<file path="config.mk">
export PLATFORM = sky130hd
export DESIGN_NAME = saida_dados_flat
export DESIGN_NICKNAME = d
export VERILOG_FILES = /design/src/rtl/saida_pkg.sv /design/src/rtl/saida_dados_if.sv /design/src/rtl/saida_dados_decod7seg.sv /design/src/rtl/saida_dados.sv /design/src/flat_wrapper.sv
export SDC_FILE = /design/constraint.sdc
export NUM_CORES = 1
export LEC_CHECK = 0
export ABC_CLOCK_PERIOD_IN_PS = 6050
export CORE_MARGIN = 3
export CORE_UTILIZATION = 30
export CTS_BUF_LIST = sky130_fd_sc_hd__clkbuf_4
export DETAILED_ROUTE_END_ITERATION = 10
export HOLD_SLACK_MARGIN = 0.05
export PLACE_DENSITY = 0.47
export SETUP_SLACK_MARGIN = 0.05
export SYNTH_ARGS = -nofsm -noshare
export SYNTH_HDL_FRONTEND = slang
export SYNTH_SLANG_ARGS = --single-unit
export TNS_END_PERCENT = 100
</file>
<file path="constraint.sdc">
create_clock -name clock -period 6.05 [get_ports clock]
set_input_delay 0.605 -clock clock [delete_from_list [all_inputs] [get_ports clock]]
set_output_delay 0.605 -clock clock [all_outputs]
set_load 0.01 [all_outputs]
</file>
<file path="src/rtl/saida_pkg.sv">
// Shared types and constants for the decimal output peripheral: FSM states,
// default widths and the active-low seven-segment encoding.
package saida_pkg;

  localparam int LARGURA_PADRAO = 18;
  localparam int DIGITOS_PADRAO = 6;

  typedef enum logic [1:0] {
    OCIOSO,
    CONVERTE,
    FIM
  } estado_t;

  // Active-low segments, bit 0 = a ... bit 6 = g.
  localparam logic [6:0] SEG_0       = 7'h40;
  localparam logic [6:0] SEG_1       = 7'h79;
  localparam logic [6:0] SEG_2       = 7'h24;
  localparam logic [6:0] SEG_3       = 7'h30;
  localparam logic [6:0] SEG_4       = 7'h19;
  localparam logic [6:0] SEG_5       = 7'h12;
  localparam logic [6:0] SEG_6       = 7'h02;
  localparam logic [6:0] SEG_7       = 7'h78;
  localparam logic [6:0] SEG_8       = 7'h00;
  localparam logic [6:0] SEG_9       = 7'h10;
  localparam logic [6:0] SEG_APAGADO = 7'h7F;

  function automatic logic [6:0] seg_codigo(input logic [3:0] nibble);
    case (nibble)
      4'd0:    return SEG_0;
      4'd1:    return SEG_1;
      4'd2:    return SEG_2;
      4'd3:    return SEG_3;
      4'd4:    return SEG_4;
      4'd5:    return SEG_5;
      4'd6:    return SEG_6;
      4'd7:    return SEG_7;
      4'd8:    return SEG_8;
      4'd9:    return SEG_9;
      default: return SEG_APAGADO;
    endcase
  endfunction

endpackage

</file>
<file path="src/rtl/saida_dados_if.sv">
// Bus between the control unit (master) and the display peripheral (slave).
interface saida_dados_if #(
  parameter int LARGURA = saida_pkg::LARGURA_PADRAO,
  parameter int DIGITOS = saida_pkg::DIGITOS_PADRAO
);

  logic                   out;
  logic [LARGURA-1:0]     valor;
  logic                   ocupado;
  logic                   pronto;
  logic [4*DIGITOS-1:0]   bcd;
  logic [7*DIGITOS-1:0]   hex;

  modport master (
    output out, valor,
    input  ocupado, pronto, bcd, hex
  );

  modport slave (
    input  out, valor,
    output ocupado, pronto, bcd, hex
  );

endinterface

</file>
<file path="src/rtl/saida_dados_decod7seg.sv">
// Combinational BCD nibble to active-low seven-segment decoder with blanking.
module decod7seg
  import saida_pkg::*;
(
  input  logic [3:0] i_nibble,
  input  logic       i_apaga,
  output logic [6:0] o_seg
);

  assign o_seg = i_apaga ? SEG_APAGADO : seg_codigo(i_nibble);

endmodule

</file>
<file path="src/rtl/saida_dados.sv">
// OUT-instruction display peripheral: rising-edge request, sequential
// double-dabble binary-to-BCD conversion, six blanked seven-segment digits.
module saida_dados
  import saida_pkg::*;
#(
  parameter int LARGURA = LARGURA_PADRAO,
  parameter int DIGITOS = DIGITOS_PADRAO
) (
  input  logic          clock,
  input  logic          reset,
  saida_dados_if.slave  io
);

  localparam int CNT_W = $clog2(LARGURA + 1);
  localparam int BCD_W = 4 * DIGITOS;

  estado_t              r_estado;
  logic                 r_out_ant;
  logic [CNT_W-1:0]     r_cont;
  logic [LARGURA-1:0]   r_desloc;
  logic [BCD_W-1:0]     r_acum;
  logic [BCD_W-1:0]     r_bcd;
  logic [7*DIGITOS-1:0] r_hex;
  logic                 r_ocupado;
  logic                 r_pronto;

  logic                 w_pedido;
  logic [BCD_W-1:0]     w_ajustado;
  logic [DIGITOS-1:0]   w_apaga;
  logic [7*DIGITOS-1:0] w_hex;

  assign w_pedido = io.out & ~r_out_ant;

  // NOTE: every always_comb output gets a default first so no latch is inferred.
  always_comb begin
    w_ajustado = r_acum;
    for (int k = 0; k < DIGITOS; k++) begin
      if (r_acum[4*k +: 4] >= 4'd5)
        w_ajustado[4*k +: 4] = r_acum[4*k +: 4] + 4'd3;
    end
  end

  // A digit is blanked when it and every digit above it are zero; units never blank.
  always_comb begin : blanking
    logic zeros_acima;
    zeros_acima = 1'b1;
    w_apaga     = '0;
    for (int k = DIGITOS - 1; k > 0; k--) begin
      zeros_acima = zeros_acima && (r_acum[4*k +: 4] == 4'd0);
      w_apaga[k]  = zeros_acima;
    end
  end

  for (genvar k = 0; k < DIGITOS; k++) begin : g_dig
    decod7seg u_dec (
      .i_nibble (r_acum[4*k +: 4]),
      .i_apaga  (w_apaga[k]),
      .o_seg    (w_hex[7*k +: 7])
    );
  end

  // NOTE: state uses non-blocking assignments so all registers update together.
  always_ff @(posedge clock) begin
    if (reset) begin
      r_estado  <= OCIOSO;
      r_out_ant <= 1'b0;
      r_cont    <= '0;
      r_desloc  <= '0;
      r_acum    <= '0;
      r_bcd     <= '0;
      r_hex     <= {DIGITOS{SEG_APAGADO}};
      r_ocupado <= 1'b0;
      r_pronto  <= 1'b0;
    end else begin
      r_out_ant <= io.out;
      r_pronto  <= 1'b0;
      case (r_estado)
        OCIOSO: begin
          if (w_pedido) begin
            r_desloc  <= io.valor;
            r_acum    <= '0;
            r_cont    <= '0;
            r_ocupado <= 1'b1;
            r_estado  <= CONVERTE;
          end
        end
        CONVERTE: begin
          {r_acum, r_desloc} <= {w_ajustado, r_desloc} << 1;
          r_cont             <= r_cont + CNT_W'(1);
          if (r_cont == CNT_W'(LARGURA - 1))
            r_estado <= FIM;
        end
        FIM: begin
          r_bcd     <= r_acum;
          r_hex     <= w_hex;
          r_pronto  <= 1'b1;
          r_ocupado <= 1'b0;
          r_estado  <= OCIOSO;
        end
        default: r_estado <= OCIOSO;
      endcase
    end
  end

  assign io.ocupado = r_ocupado;
  assign io.pronto  = r_pronto;
  assign io.bcd     = r_bcd;
  assign io.hex     = r_hex;

endmodule

</file>
<file path="src/flat_wrapper.sv">
// flat-port wrapper written by rule: the top's interface ports become plain ports
module saida_dados_flat import saida_pkg::*;
#(
  parameter int LARGURA = LARGURA_PADRAO,
  parameter int DIGITOS = DIGITOS_PADRAO
)
  (clock, reset, io_out, io_valor, io_ocupado, io_pronto, io_bcd, io_hex);
  saida_dados_if #(.LARGURA(LARGURA), .DIGITOS(DIGITOS)) io_i ();
  input  logic clock;
  input  logic reset;
  input wire logic [$bits(io_i.out)-1:0] io_out;
  input wire logic [$bits(io_i.valor)-1:0] io_valor;
  output wire logic [$bits(io_i.ocupado)-1:0] io_ocupado;
  output wire logic [$bits(io_i.pronto)-1:0] io_pronto;
  output wire logic [$bits(io_i.bcd)-1:0] io_bcd;
  output wire logic [$bits(io_i.hex)-1:0] io_hex;
  assign io_i.out = io_out;
  assign io_i.valor = io_valor;
  assign io_ocupado = io_i.ocupado;
  assign io_pronto = io_i.pronto;
  assign io_bcd = io_i.bcd;
  assign io_hex = io_i.hex;
  saida_dados #(.LARGURA(LARGURA), .DIGITOS(DIGITOS)) u_core (.clock(clock), .reset(reset), .io(io_i));
endmodule
</file>
==> impl_metrics.csv, run 1 <==
group,metric,value,unit
run_status,status,"completed",
hold_path,hold_path_depth,2,
routing,drc_errors,0,
cts,tritoncts.num_buffers,17,
grt,grt_use_met1,0.194,
grt,grt_usage,0.144,
floorplan,die_x,158,um
hold_path,min_path_type,"reg -> reg",
timing,tightest_slew,0.796,ns
place,dpl.hpwl,12.0,mm
timing,slew_headroom,0.470,
critical_path,cp.arrival,3.71,ns
place,portBuffers,88,
logic_synthesis,async_reset_ff_frac,0,
routing,drt-initial-drc-count,292,
floorplan,die-area,24900,sq um
routing,routed-via-count,5845,
cts,postCtsSetupBuffers,0,
grt,grt_pass1_wl,28.7,mm
power,leakage,3.19,nW
logic_synthesis,synth.avg_cell_area,8.44,sq um
logic_synthesis,synth.distinct_cells,62,
critical_path,critPathKind,"in -> reg",
timing,drv_slew,0,
floorplan,die_y,158,um
grt,antenna_found_initial,1,
logic_synthesis,ys_seq_area_frac,0.444,
grt,busiest_layer,"met2",
cts,tritoncts,"done",
timing,finalSetupViolCount,0,
timing,hold_ws,0.447,ns
cts,ctsHoldBuffers,0,
cts,ctsResizeCount,0,
cts,clock_insertion_delay_worst_skew,0.56,ns
timing,finalHoldViolations,0,
timing,fin_crit,3.25,ns
place,place.gp.congestion,0.796,
grt,grt_max_degree,45,
routing,routed_via_density,4.95,
logic_synthesis,synth-edff-count,0,
routing,wl_per_cell,14.7,um
timing,fin_crit_sh,0.537,
critical_path,start_kind,"input pin",
logic_synthesis,ys_ff_latch,153,
power,ir_worst_vdd,0.0891,mV
final_layout,design_area,8320,sq um
grt,met2_usage,0.227,
floorplan,row_count,54,
timing,rsz0062_at_grt,"no",
run,cap_violations,0,
timing,finClkSkew,0.0230,ns
logic_synthesis,synthFlopType,"dfxtp_1",
cts,numClockSinks,153,
critical_path,slowest_stage,"clkinv_1",
final_layout,final_cell_mix,"dfxtp_1 (153), nand2_1 (150), clkdlybuf4s50_1 (87)",
critical_path,crit_fanout,44,
critical_path,critical-path-max-stage-delay,0.71,ns
final_layout,syn2layout_area_growth,20.5,%
final_layout,layout-drive-gt1-share,0.0667,
critical_path,crit_chain,"buf_2, buf_4, clkinv_1, nand2_1, o22ai_1, inv_1, ha_1, or4_1, and3_1",
final_layout,layout_commonest_cell,"dfxtp_1",
floorplan,coreArea,22200,sq um
routing,dr.pass1.iters,5,
timing,fmax,0.308,GHz
routing,wirelength,17.3,mm
floorplan,ios,89,
grt,use_met3,0.0416,
floorplan,start_util,0.311,
critical_path,cp.depth,9,
routing,ant_nets,0,
critical_path,critPathRequiredTime,6.51,ns
critical_path,crit_family,"buffers and inverters",
power,power,1.81,mW
timing,fin_setup_tns,0,ns
cts,htreeDepth,4,
grt,overflow,0,
power,p_per_area,217,nW/um^2
logic_synthesis,syn_inst,818,
place,place_area,8020,sq um
critical_path,endpoint_kind,"flip-flop",
cts,root_buffer,"clkbuf_4",
logic_synthesis,synth_area,6900,sq um
critical_path,cp_num_buf_inv,4,
grt,grt_pass1_vias,5540,
final_layout,fin_nets,953,
cts,cts_max_path_buffers,2,
logic_synthesis,ys_warn_count,0,
cts,clkSlewWorstSetupHoldPaths,0.14,ns
logic_synthesis,syn-num-nets,885,
critical_path,rr_worst_depth,9,
[cells in the mapped netlist (all sizes together), types with 2 or more instances]
cell | number | area share
a211oi | 5 | 0.0054
inv | 38 | 0.021
nor2 | 62 | 0.034
o22ai | 29 | 0.026
nor2b | 7 | 0.0063
nor3 | 22 | 0.016
o22a | 6 | 0.0087
a2bb2oi | 2 | 0.0025
a311oi | 18 | 0.023
a32oi | 7 | 0.0089
o221ai | 2 | 0.0025
mux2i | 2 | 0.0029
and2 | 7 | 0.0063
o311ai | 3 | 0.0038
buf | 9 | 0.0060
xnor2 | 6 | 0.0076
o21a | 4 | 0.0043
ha | 46 | 0.083
a21oi | 57 | 0.041
a211o | 2 | 0.0025
a21boi | 6 | 0.0065
o211ai | 4 | 0.0043
nand4 | 3 | 0.0036
nand2 | 151 | 0.082
xor2 | 3 | 0.0038
o21ai | 35 | 0.026
nor4b | 3 | 0.0069
a32o | 5 | 0.0072
nand2b | 17 | 0.016
a22o | 6 | 0.0076
clkbuf | 39 | 0.022
nor3b | 5 | 0.0054
or4 | 3 | 0.0033
a22oi | 9 | 0.0098
dfxtp | 153 | 0.44
and3 | 6 | 0.0054
a31oi | 4 | 0.0036
nand3 | 19 | 0.014
[layer usage]
| metal | vias up | routed length [um] |
|---|---|---|
| li1 | 3000 | - |
| met1 | 2725 | 8470 |
| met2 | 105 | 7750 |
| met3 | 15 | 899 |
| met4 | 0 | 223 |
| met5 | - | 0 |
[power by group]
group	internal [mW]	switching [mW]	total, mW	leakage [nW]
Combinational	0.0370	0.0659	0.103	1.79
Sequential	1.02	0.0104	1.03	1.24
Clock	0.299	0.372	0.671	0.162
Total	1.36	0.448	1.81	3.19
[worst paths after layout]
path | endpoint | start | slack, ns
setup reg to reg | flip-flop | u_core.r_estado[1]$_SDFFE_PP0P_ | 3.06
setup / recovery | flip-flop | reset | 2.80
hold reg to reg | u_core.io.hex[38]$_SDFFE_PP1P_ | flip-flop | 0.45
hold / removal | u_core.io.hex[38]$_SDFFE_PP1P_ | flip-flop | 0.45
[cell type report]
type,instances,area (sq um)
Clock buffer,20,150
Inverter,39,146
Sequential cell,153,3060
Multi-Input combinational cell,578,3510
Fill cell,2342,13900
Antenna cell,1,2.50
Tap cell,280,350
Timing Repair Buffer,97,943
Clock inverter,12,150
[cell families after synthesis]
group                      count (synthesis)  share of synthesized area
and+or+nand+nor                          310                      0.206
AOI/OAI and AO/OA                        211                      0.203
muxes                                      2                    0.00290
DFF                                      153                      0.444
xor gates and xnor gates                   9                     0.0114
adders and majority gates                 46                     0.0834
buffers and inverters                     87                     0.0495
[tightest hold or removal path, stage by stage (launching register included)]
cell and delay, ns:
dfxtp_1 0.33, o22ai_1 0.06, nand2_1 0.06
[through the flow]
stage	setup WS, ns	util	instances
5_1_grt	2.58	0.374	1180
3_5_place_dp	2.19	0.361	1147
4_1_cts	2.81	0.374	1179
3_3_place_gp	2.23	0.361	1147
6_report	2.80	0.374	1180
2_1_floorplan	3.25	-	818
No activity file was read; power rests on OpenSTA's default activity.
==> inputs of run 2 (changes only) <==
--- a/config.mk
+++ b/config.mk
@@ -5,7 +5,7 @@
 export SDC_FILE = /design/constraint.sdc
 export NUM_CORES = 1
 export LEC_CHECK = 0
-export ABC_CLOCK_PERIOD_IN_PS = 6050
+export ABC_CLOCK_PERIOD_IN_PS = 3050
 export CORE_MARGIN = 3
 export CORE_UTILIZATION = 30
 export CTS_BUF_LIST = sky130_fd_sc_hd__clkbuf_4
==> constraint.sdc (replaced) <==
create_clock -name clock -period 3.05 [get_ports clock]
set_input_delay 0.305 -clock clock [delete_from_list [all_inputs] [get_ports clock]]
set_output_delay 0.305 -clock clock [all_outputs]
set_load 0.01 [all_outputs]
==> impl_metrics.csv, run 2 (synthesized netlist as in run 1, its figures left out) <==
group,metric,value,unit
run_status,status,"completed",
run,cap_violations,0,
grt,antenna_found_initial,1,
cts,root_buffer,"clkbuf_4",
timing,finalHoldViolations,0,
cts,clkSlewWorstSetupHoldPaths,0.13,ns
critical_path,crit_chain,"inv_1, ha_1, nand2b_1, nor3b_1, a21oi_1, o22ai_1, inv_1, ha_1, or4_1, and3_1",
cts,clock_insertion_delay_worst_skew,0.53,ns
cts,tritoncts,"done",
timing,fin_crit_sh,0.859,
power,power,3.63,mW
critical_path,start_kind,"flip-flop",
cts,tritoncts.num_buffers,17,
cts,numClockSinks,153,
cts,htreeDepth,4,
cts,ctsHoldBuffers,0,
timing,finalSetupViolCount,0,
final_layout,layout_commonest_cell,"dfxtp_1",
critical_path,slowest_stage,"or4_1",
floorplan,row_count,54,
routing,dr.pass1.iters,4,
place,portBuffers,88,
grt,grt_pass1_vias,5689,
floorplan,coreArea,22200,sq um
timing,drv_slew,0,
power,leakage,3.31,nW
critical_path,crit_fanout,4,
critical_path,critPathKind,"reg -> reg",
timing,rsz0062_at_grt,"no",
timing,fin_ws,0.429,ns
routing,routed_via_density,4.89,
routing,drt-initial-drc-count,292,
critical_path,endpoint_kind,"flip-flop",
cts,postCtsSetupBuffers,0,
power,p_per_area,427,nW/um^2
final_layout,final_cell_mix,"dfxtp_1 (153), nand2_1 (150), clkdlybuf4s50_1 (87)",
grt,grt_usage,0.147,
critical_path,critPathRequiredTime,3.48,ns
routing,ant_nets,0,
final_layout,fin_nets,974,
critical_path,critical-path-max-stage-delay,0.49,ns
timing,hold_ws,0.316,ns
timing,fin_crit,2.62,ns
floorplan,start_util,0.311,
timing,slew_headroom,0.645,
place,place_ws,0.321,ns
hold_path,min_path_type,"in -> reg",
routing,routed-via-count,5856,
routing,drc_errors,0,
grt,grt_max_degree,87,
place,place.gp.congestion,0.810,
final_layout,syn2layout_area_growth,23.0,%
timing,tightest_slew,0.528,ns
floorplan,die_y,158,um
timing,fin_setup_tns,0,ns
power,ir_worst_vdd,0.207,mV
grt,grt_pass1_wl,29.3,mm
place,dpl.hpwl,12.5,mm
grt,overflow,0,
timing,fmax,0.382,GHz
critical_path,cp.arrival,3.05,ns
timing,finClkSkew,0.0212,ns
final_layout,layout-drive-gt1-share,0.0862,
floorplan,die_x,158,um
final_layout,num-fill-cells,2327,
cts,ctsResizeCount,0,
floorplan,ios,89,
routing,wirelength,17.9,mm
floorplan,die-area,24900,sq um
routing,wl_per_cell,15.0,um
cts,cts_max_path_buffers,2,
[run 2: changes by cell type in the layout (fill, tap and decap cells not counted), sizes merged]
cell	before	now
buf	10	31
bufinv	3	4
clkinv	8	6
clkinvlp	1	0
inv	39	38
[run 2: layout make-up]
cell class	instances	area, sq um	share of cell area
antenna	1	2.50	0.000295
inverter	39	146	0.0172
tap	280	350	0.0413
clock inverter	9	151	0.0178
clock buffer	20	150	0.0177
timing repair buffer	118	1110	0.131
multi-input combinational	578	3510	0.414
sequential	153	3060	0.361
[run 2: where the power goes]
part / switching (mW) / internal [mW] / total (mW)
Combinational: 0.139 / 0.0825 / 0.221
Clock: 0.697 / 0.663 / 1.36
Sequential: 0.0173 / 2.03 / 2.05
Total: 0.854 / 2.77 / 3.63
[run 2: worst paths after layout]
check,startpoint,to,slack [ns],cells after the start
worst max-delay path,u_core.r_acum[17]$_SDFFE_PP0P_,flip-flop,0.43,10
worst min-delay path,reset,flip-flop,0.32,3
worst max register to register,u_core.r_acum[17]$_SDFFE_PP0P_,flip-flop,0.43,10
worst min register to register,flip-flop,u_core.io.hex[16]$_SDFFE_PP1P_,0.45,2
[run 2: worst max-delay path: cells and delay by family, from the launching register on]
family	cells	cell delay, ns
simple gates	4	0.96
buf+inv	2	0.25
fa+ha+maj	2	0.54
flops	1	0.38
compound gates	2	0.41
[run 2: through the flow]
step | instances | area, sq um | util
final | 1198 | 8490 | 0.382
after global routing | 1198 | 8490 | 0.382
after CTS | 1197 | 8490 | 0.382
after detailed placement | 1168 | 8190 | 0.368
after global placement | 1168 | 8190 | 0.368
after floorplan | 818 | 6900 | -
[run 2: layer usage]
layer | track usage | wire length (um)
met1 | 0.198 | 8860
met2 | 0.238 | 8130
met3 | 0.0432 | 811
met4 | 0.0289 | 132
met5 | 0 | 0
